### src/rtl/tpu_pkg.sv
// Shared types for the activation datapath: instruction layout, address widths
// and the activation function encoding carried in opcode[3:0].
package tpu_pkg;

    localparam int unsigned OPCODE_W   = 8;
    localparam int unsigned LENGTH_W   = 32;
    localparam int unsigned ACC_ADDR_W = 16;
    localparam int unsigned BUF_ADDR_W = 24;

    typedef logic [OPCODE_W-1:0]   opcode_type;
    typedef logic [LENGTH_W-1:0]   length_type;
    typedef logic [ACC_ADDR_W-1:0] accumulator_addr_type;
    typedef logic [BUF_ADDR_W-1:0] buffer_addr_type;

    typedef struct packed {
        opcode_type           opcode;
        length_type           length;
        accumulator_addr_type acc_addr;
        buffer_addr_type      buffer_addr;
    } instr_type;

    typedef enum logic [3:0] {
        NO_ACTIVATION = 4'd0,
        RELU          = 4'd1,
        RELU6         = 4'd2,
        CRELU         = 4'd3,
        ELU           = 4'd4,
        SELU          = 4'd5,
        SOFTPLUS      = 4'd6,
        SOFTSIGN      = 4'd7,
        DROPOUT       = 4'd8,
        SIGMOID       = 4'd9,
        TANH          = 4'd10
    } activation_type;

    typedef enum logic [1:0] {
        ST_IDLE  = 2'd0,
        ST_READ  = 2'd1,
        ST_DRAIN = 2'd2
    } flow_state_t;

    localparam instr_type  INIT_INSTR      = '0;
    localparam logic [2:0] ACTIVATE_OPCODE = 3'b100;
    localparam opcode_type ACTIVATE_MASK   = 8'b1110_0000;

    // ACTIVATE instructions are identified by opcode[7:5] alone.
    function automatic logic is_activate(input opcode_type op);
        return (op & ACTIVATE_MASK) == {ACTIVATE_OPCODE, 5'b0_0000};
    endfunction

endpackage

### src/rtl/act_delay_pipe.sv
// Enable-gated, reset-cleared register chain used to align strobes, addresses
// and activation selects with the accumulator and activation unit latencies.
module act_delay_pipe #(
    parameter int unsigned WIDTH = 1,
    parameter int unsigned DEPTH = 1
) (
    input  logic             clk_i,
    input  logic             rst_i,
    input  logic             en_i,
    input  logic [WIDTH-1:0] d_i,
    output logic [WIDTH-1:0] q_o
);

    generate
        if (DEPTH == 0) begin : g_bypass
            assign q_o = d_i;
        end else begin : g_chain
            logic [WIDTH-1:0] stage_q [DEPTH];

            always_ff @(posedge clk_i) begin
                if (rst_i) begin
                    for (int i = 0; i < DEPTH; i++) stage_q[i] <= '0;
                end else if (en_i) begin
                    stage_q[0] <= d_i;
                    for (int i = 1; i < DEPTH; i++) stage_q[i] <= stage_q[i-1];
                end
            end

            assign q_o = stage_q[DEPTH-1];
        end
    endgenerate

endmodule

### src/rtl/activation_flow_controller.sv
// Sequences one ACTIVATE instruction: streams accumulator reads, then aligns the
// activation select and unified-buffer writes to the downstream pipeline latency.
module activation_flow_controller
    import tpu_pkg::*;
#(
    parameter int unsigned MATRIX_WIDTH     = 14,
    parameter int unsigned ACC_READ_LATENCY = 2,
    parameter int unsigned ACT_LATENCY      = 3
) (
    input  logic                 clk,
    input  logic                 rst,
    input  logic                 enable,
    input  instr_type            instr,
    input  logic                 instr_enable,
    output accumulator_addr_type acc_to_act_addr,
    output logic                 acc_read_enable,
    output activation_type       activation_function,
    output logic                 is_act_signed,
    output buffer_addr_type      act_to_buffer_addr,
    output logic                 buffer_write_enable,
    output logic                 busy,
    output logic                 resource_busy,
    output flow_state_t          state_o
);

    localparam int unsigned WRITE_DELAY = ACC_READ_LATENCY + ACT_LATENCY;

    flow_state_t          state_q;
    length_type           idx_q;
    length_type           len_q;
    accumulator_addr_type acc_addr_q;
    buffer_addr_type      buf_base_q;
    logic [4:0]           func_q;
    logic [7:0]           drain_q;
    logic                 busy_q;
    logic                 res_busy_q;

    logic                 read_active;
    buffer_addr_type      wr_addr_in;
    logic [4:0]           func_in;
    logic [BUF_ADDR_W:0]  wr_pipe_out;
    logic [4:0]           func_pipe_out;

    always_ff @(posedge clk) begin
        if (rst) begin
            state_q    <= ST_IDLE;
            idx_q      <= '0;
            len_q      <= '0;
            acc_addr_q <= '0;
            buf_base_q <= '0;
            func_q     <= '0;
            drain_q    <= '0;
            busy_q     <= 1'b0;
            res_busy_q <= 1'b0;
        end else if (enable) begin
            case (state_q)
                ST_IDLE: begin
                    // A zero-length instruction is consumed without leaving IDLE.
                    if (instr_enable && (instr.length != '0)) begin
                        state_q    <= ST_READ;
                        idx_q      <= '0;
                        len_q      <= instr.length;
                        acc_addr_q <= instr.acc_addr;
                        buf_base_q <= instr.buffer_addr;
                        func_q     <= instr.opcode[4:0];
                        busy_q     <= 1'b1;
                        res_busy_q <= 1'b1;
                    end
                end
                ST_READ: begin
                    if (idx_q == len_q - length_type'(1)) begin
                        res_busy_q <= 1'b0;
                        if (WRITE_DELAY == 0) begin
                            state_q <= ST_IDLE;
                            busy_q  <= 1'b0;
                        end else begin
                            state_q <= ST_DRAIN;
                            drain_q <= 8'(WRITE_DELAY - 1);
                        end
                    end else begin
                        idx_q      <= idx_q + length_type'(1);
                        acc_addr_q <= acc_addr_q + accumulator_addr_type'(1);
                    end
                end
                ST_DRAIN: begin
                    if (drain_q == 8'd0) begin
                        state_q <= ST_IDLE;
                        busy_q  <= 1'b0;
                    end else begin
                        drain_q <= drain_q - 8'd1;
                    end
                end
                default: state_q <= ST_IDLE;
            endcase
        end
    end

    assign read_active = (state_q == ST_READ);
    assign wr_addr_in  = read_active ? (buf_base_q + buffer_addr_type'(idx_q)) : '0;
    assign func_in     = read_active ? func_q : 5'd0;

    act_delay_pipe #(
        .WIDTH (BUF_ADDR_W + 1),
        .DEPTH (WRITE_DELAY)
    ) u_write_pipe (
        .clk_i (clk),
        .rst_i (rst),
        .en_i  (enable),
        .d_i   ({read_active, wr_addr_in}),
        .q_o   (wr_pipe_out)
    );

    act_delay_pipe #(
        .WIDTH (5),
        .DEPTH (ACC_READ_LATENCY)
    ) u_func_pipe (
        .clk_i (clk),
        .rst_i (rst),
        .en_i  (enable),
        .d_i   (func_in),
        .q_o   (func_pipe_out)
    );

    // Strobes are masked by enable so nothing fires while the datapath is stalled.
    assign acc_read_enable     = read_active & enable;
    assign acc_to_act_addr     = acc_addr_q;
    assign buffer_write_enable = wr_pipe_out[BUF_ADDR_W] & enable;
    assign act_to_buffer_addr  = wr_pipe_out[BUF_ADDR_W-1:0];
    assign activation_function = activation_type'(func_pipe_out[3:0]);
    assign is_act_signed       = func_pipe_out[4];
    assign busy                = busy_q;
    assign resource_busy       = res_busy_q;
    assign state_o             = state_q;

    logic unused_ok;
    assign unused_ok = ^{instr.opcode[7:5], 32'(MATRIX_WIDTH)};

endmodule
### config.mk
export PLATFORM = sky130hd
export DESIGN_NAME = activation_flow_controller
export DESIGN_NICKNAME = d
export VERILOG_FILES = /design/src/rtl/tpu_pkg.sv /design/src/rtl/act_delay_pipe.sv /design/src/rtl/activation_flow_controller.sv
export SDC_FILE = /design/constraint.sdc
export NUM_CORES = 1
export LEC_CHECK = 0
export BUFFER_PORTS_ARGS = -buffer_cell sky130_fd_sc_hd__clkbuf_2
export CAP_MARGIN = 40
export CORE_ASPECT_RATIO = 1.2
export CORE_MARGIN = 2
export CORE_UTILIZATION = 60
export DETAILED_ROUTE_END_ITERATION = 6
export PLACE_DENSITY = 0.8
export SLEW_MARGIN = 5
export SYNTH_ARGS = -nofsm -noshare
export SYNTH_HDL_FRONTEND = slang
export SYNTH_SLANG_ARGS = --single-unit
### constraint.sdc
create_clock -name clk -period 6.95 [get_ports clk]
set_clock_uncertainty 0.2 [all_clocks]
set_input_delay 0.695 -clock clk [delete_from_list [all_inputs] [get_ports clk]]
set_output_delay 0.695 -clock clk [all_outputs]
set_load 0.02 [all_outputs]
==> key figures <==
Outcome
  • Status: completed

Setup path
  • CP max FO: 21
  • Critical path data required time: 7140 ps
  • Crit path max-delay cell type: or4_1
  • Crit path kind: flop to flop
  • Crit-path cells: nor4_4 -> nand4_2 -> nor4_1 -> xnor2_1 -> or4_1 -> a2111oi_4 -> a31oi_2 -> buf_4 -> a2111oi_0
  • Setup crit end kind: flop
  • R2R Setup Slk: 2500 ps
  • Worst setup SP type: flop
  • Largest stage delay, worst path: 610 ps
  • WP data arrival: 4630 ps

Detailed routing
  • TritonRoute pass-1 iters: 5
  • Antenna viol nets, final: 0
  • Vias: 9,740
  • Routed WL per cell: 15.6 µm
  • DR WL met2: 13.6 mm
  • DRT met1 WL: 10.9 mm
  • Drc violations: 0
  • WL met3: 1.21 mm
  • DRT iter0 DRCs: 676
  • Top layer in use: met4
  • Via-per-instance ratio: 5.80
  • Final WL: 26.3 mm

Hold path
  • Hold Path Class: input port to flop

Floorplan
  • Initial Utilization: 60.8%
  • Die Ht: 163 µm
  • Core area: 20,900 µm²
  • I/O pin cnt: 135
  • Row cnt: 58
  • Die area: 22,400 µm²
  • Die width: 137 µm

Placement
  • Worst slack at placement: 2540 ps
  • Dpl hpwl: 18.2 mm
  • I/O Buffers: 131
  • Gp weighted congestion: 0.904
  • Placed cell areas: 13,400 µm²

Clock tree
  • CTS tree: built
  • Num CTS Buffers: 25
  • Reg clk slew, reported paths: 70 ps
  • Post-CTS sizing: 0
  • Clock Latency Late Sink: 520 ps
  • CTS root buf: clkbuf_16
  • # clock sinks: 256
  • Post-CTS Setup Inserts: 0
  • Post-CTS Hold Fix Bufs: 0
  • Clk buf depth: 3
  • H-tree Lvls: 1

Power
  • Logic pwr share: 10.0%
  • Clock power frac: 40.9%
  • Max VDD drop: 0.185 mV
  • Internal Pwr Total: 0.00264 W
  • Flop pwr share: 49.1%
  • Pwr/cell area: 244 nW/µm²
  • Switching portion of total power: 23.8%
  • P_sw: 0.000825 W
  • Leakage: 5.63 nW

STA
  • Final setup fails: 0
  • Worst hold slack: 198 ps
  • Final worst slack: 2500 ps
  • Slew @ Worst Pin: 880 ps
  • Final worst-path cycle share: 64.0%
  • Slew Limit Fails: 0
  • Final count of hold timing violations: 0
  • Peak Freq: 225 MHz
  • Final critical-path required period: 4450 ps
  • RSZ-0062 raised after global routing: no
  • Headroom to the max-slew limit: 41.3%
  • Post-Route Setup TNS: 0 ps

Synthesis
  • Area share of the largest cell type after synthesis: 31.9%
  • Seq cells post-synth: 256
  • Post-synthesis cell type count: 77
  • Synth area leaders: edfxtp_1 32%, dfxtp_1 19%, and2_1 6.1%, nand2_1 5.4%, a21oi_1 4.8%
  • Post-Syn Area: 12,700 µm²
  • Area leader, netlist: edfxtp_1
  • EDFF count, synth: 135
  • Seq/Total Area, Yosys: 51.0%
  • Syn Inst Count: 1,314
  • Ys flop type: edfxtp_1
  • Syn_nets: 1,427
  • Fraction of registers with async set or reset after synthesis: 0%
  • YS warnings: 0
  • Syn Area/Cell: 9.67 µm²

Global route
  • Gr usage total: 23.8%
  • Initial antenna violation count: 1
  • Largest net degree at the start of global routing: 107
  • Number of global-route vias before repair: 9,038
  • GRT overflow: 0
  • First-pass GRT wire length: 43.3 mm

Finish
  • Finished Cell Area: 14,200 µm²
  • Layout cells sized above 1: 15.0%
  • Area growth from synthesis to layout: 12.0%
  • Nets: 1,504

Flow run
  • Max-cap viol count: 0
==> cell usage in the layout (no fill, tap or decap), drive strengths merged, types with 9 or more instances in the layout <==
| cell | instances |
|---|---|
| a211oi | 11 |
| a21oi | 121 |
| a22o | 9 |
| a31oi | 10 |
| and2 | 124 |
| and3 | 17 |
| buf | 14 |
| clkbuf | 157 |
| dfxtp | 121 |
| edfxtp | 135 |
| ha | 28 |
| inv | 27 |
| mux2i | 10 |
| nand2 | 182 |
| nand2b | 11 |
| nand3 | 30 |
| nand4 | 16 |
| nor2 | 73 |
| nor3 | 28 |
| nor4 | 22 |
| o211ai | 12 |
| o21ai | 54 |
| or3 | 26 |
| or4 | 15 |
| xnor2 | 31 |
| xor2 | 24 |
==> cell usage after synthesis (all sizes together), types with 5 or more instances <==
master   number
nand2       182
edfxtp      135
and2        124
a21oi       121
dfxtp       121
nor2         73
clkbuf       58
o21ai        54
buf          36
xnor2        31
nand3        30
ha           28
nor3         28
inv          26
or3          26
xor2         24
nor4         22
and3         17
nand4        16
or4          15
o211ai       12
a211oi       11
nand2b       11
a31oi        10
mux2i        10
a22o          9
a2111oi       8
a21o          8
or2           6
nor2b         5
o21a          5
o31ai         5
==> metrics by stage <==
step                      util [%]  total power [W]  instances
after floorplan                  -          0.00198       1314
after global placement        63.7          0.00206       1630
after detailed placement      63.9          0.00208       1634
after CTS                     68.0          0.00348       1679
after global routing          68.1          0.00359       1680
final                         68.1          0.00346       1680
==> power by group through the flow <==
stage / logic, W / clock network (W) / registers (W)
2_1_floorplan: 0.000253 / 0 / 0.00173
3_3_place_gp: 0.000335 / 0 / 0.00173
3_5_place_dp: 0.000345 / 0 / 0.00173
4_1_cts: 0.000348 / 0.00143 / 0.00170
5_1_grt: 0.000385 / 0.00150 / 0.00171
6_report: 0.000347 / 0.00142 / 0.00170
==> path summary, 6_finish.rpt <==
check	from	to	depth (start not counted)
hold reg to reg	func_q[1]	func_q[1]	2
setup reg to reg	len_q[3]	acc_to_act_addr[13]	9
hold / removal	instr[22]	buf_base_q[22]	3
setup / recovery	len_q[3]	acc_to_act_addr[13]	9
==> registers in the layout, indices dropped and copies added, names as in the netlist, 2 cells and up <==
register / count
acc_to_act_addr: 16
u_write_pipe.g_chain.stage_q: 125
len_q: 32
idx_q: 32
u_func_pipe.g_chain.stage_q: 10
state_o: 2
buf_base_q: 24
func_q: 5
drain_q: 8
==> cells by family (layout without fill, tap and decap cells) <==
group                      Yosys count  in the layout  share of synthesized area, %
AOI/OAI and AO/OA                  274            274                          13.4
xor gates and xnor gates            55             55                          3.79
and+or+nand+nor                    570            570                          23.6
adders and majority gates           29             29                          2.92
buffers and inverters              120            215                          4.56
DFF                                256            256                          51.0
other                                0              1                             0
muxes                               10             10                         0.788
==> critical path, delay by kind of cell (launching register included) <==
kind / cells / cell delay [ps]
AOI/OAI and AO/OA: 3 / 1380
buffers and inverters: 1 / 320
xor gates and xnor gates: 1 / 180
DFF: 1 / 400
and+or+nand+nor: 4 / 1810
==> cell type report <==
class	instances	area, µm²
Fill cell	1676	6680
Sequential cell	256	6480
Multi-Input combinational cell	938	5670
Timing Repair Buffer	144	776
Clock buffer	27	633
Tap cell	270	338
Clock inverter	18	230
Inverter	26	97.6
Antenna cell	1	2.50
==> metal layers <==
metal / global-route usage, % / vias up
met5: 0 / -
met4: 6.98 / 0
met3: 2.67 / 34
met2: 43.2 / 244
met1: 29.7 / 4640
li1: - / 4822
Power figures use the tool's default switching activity.
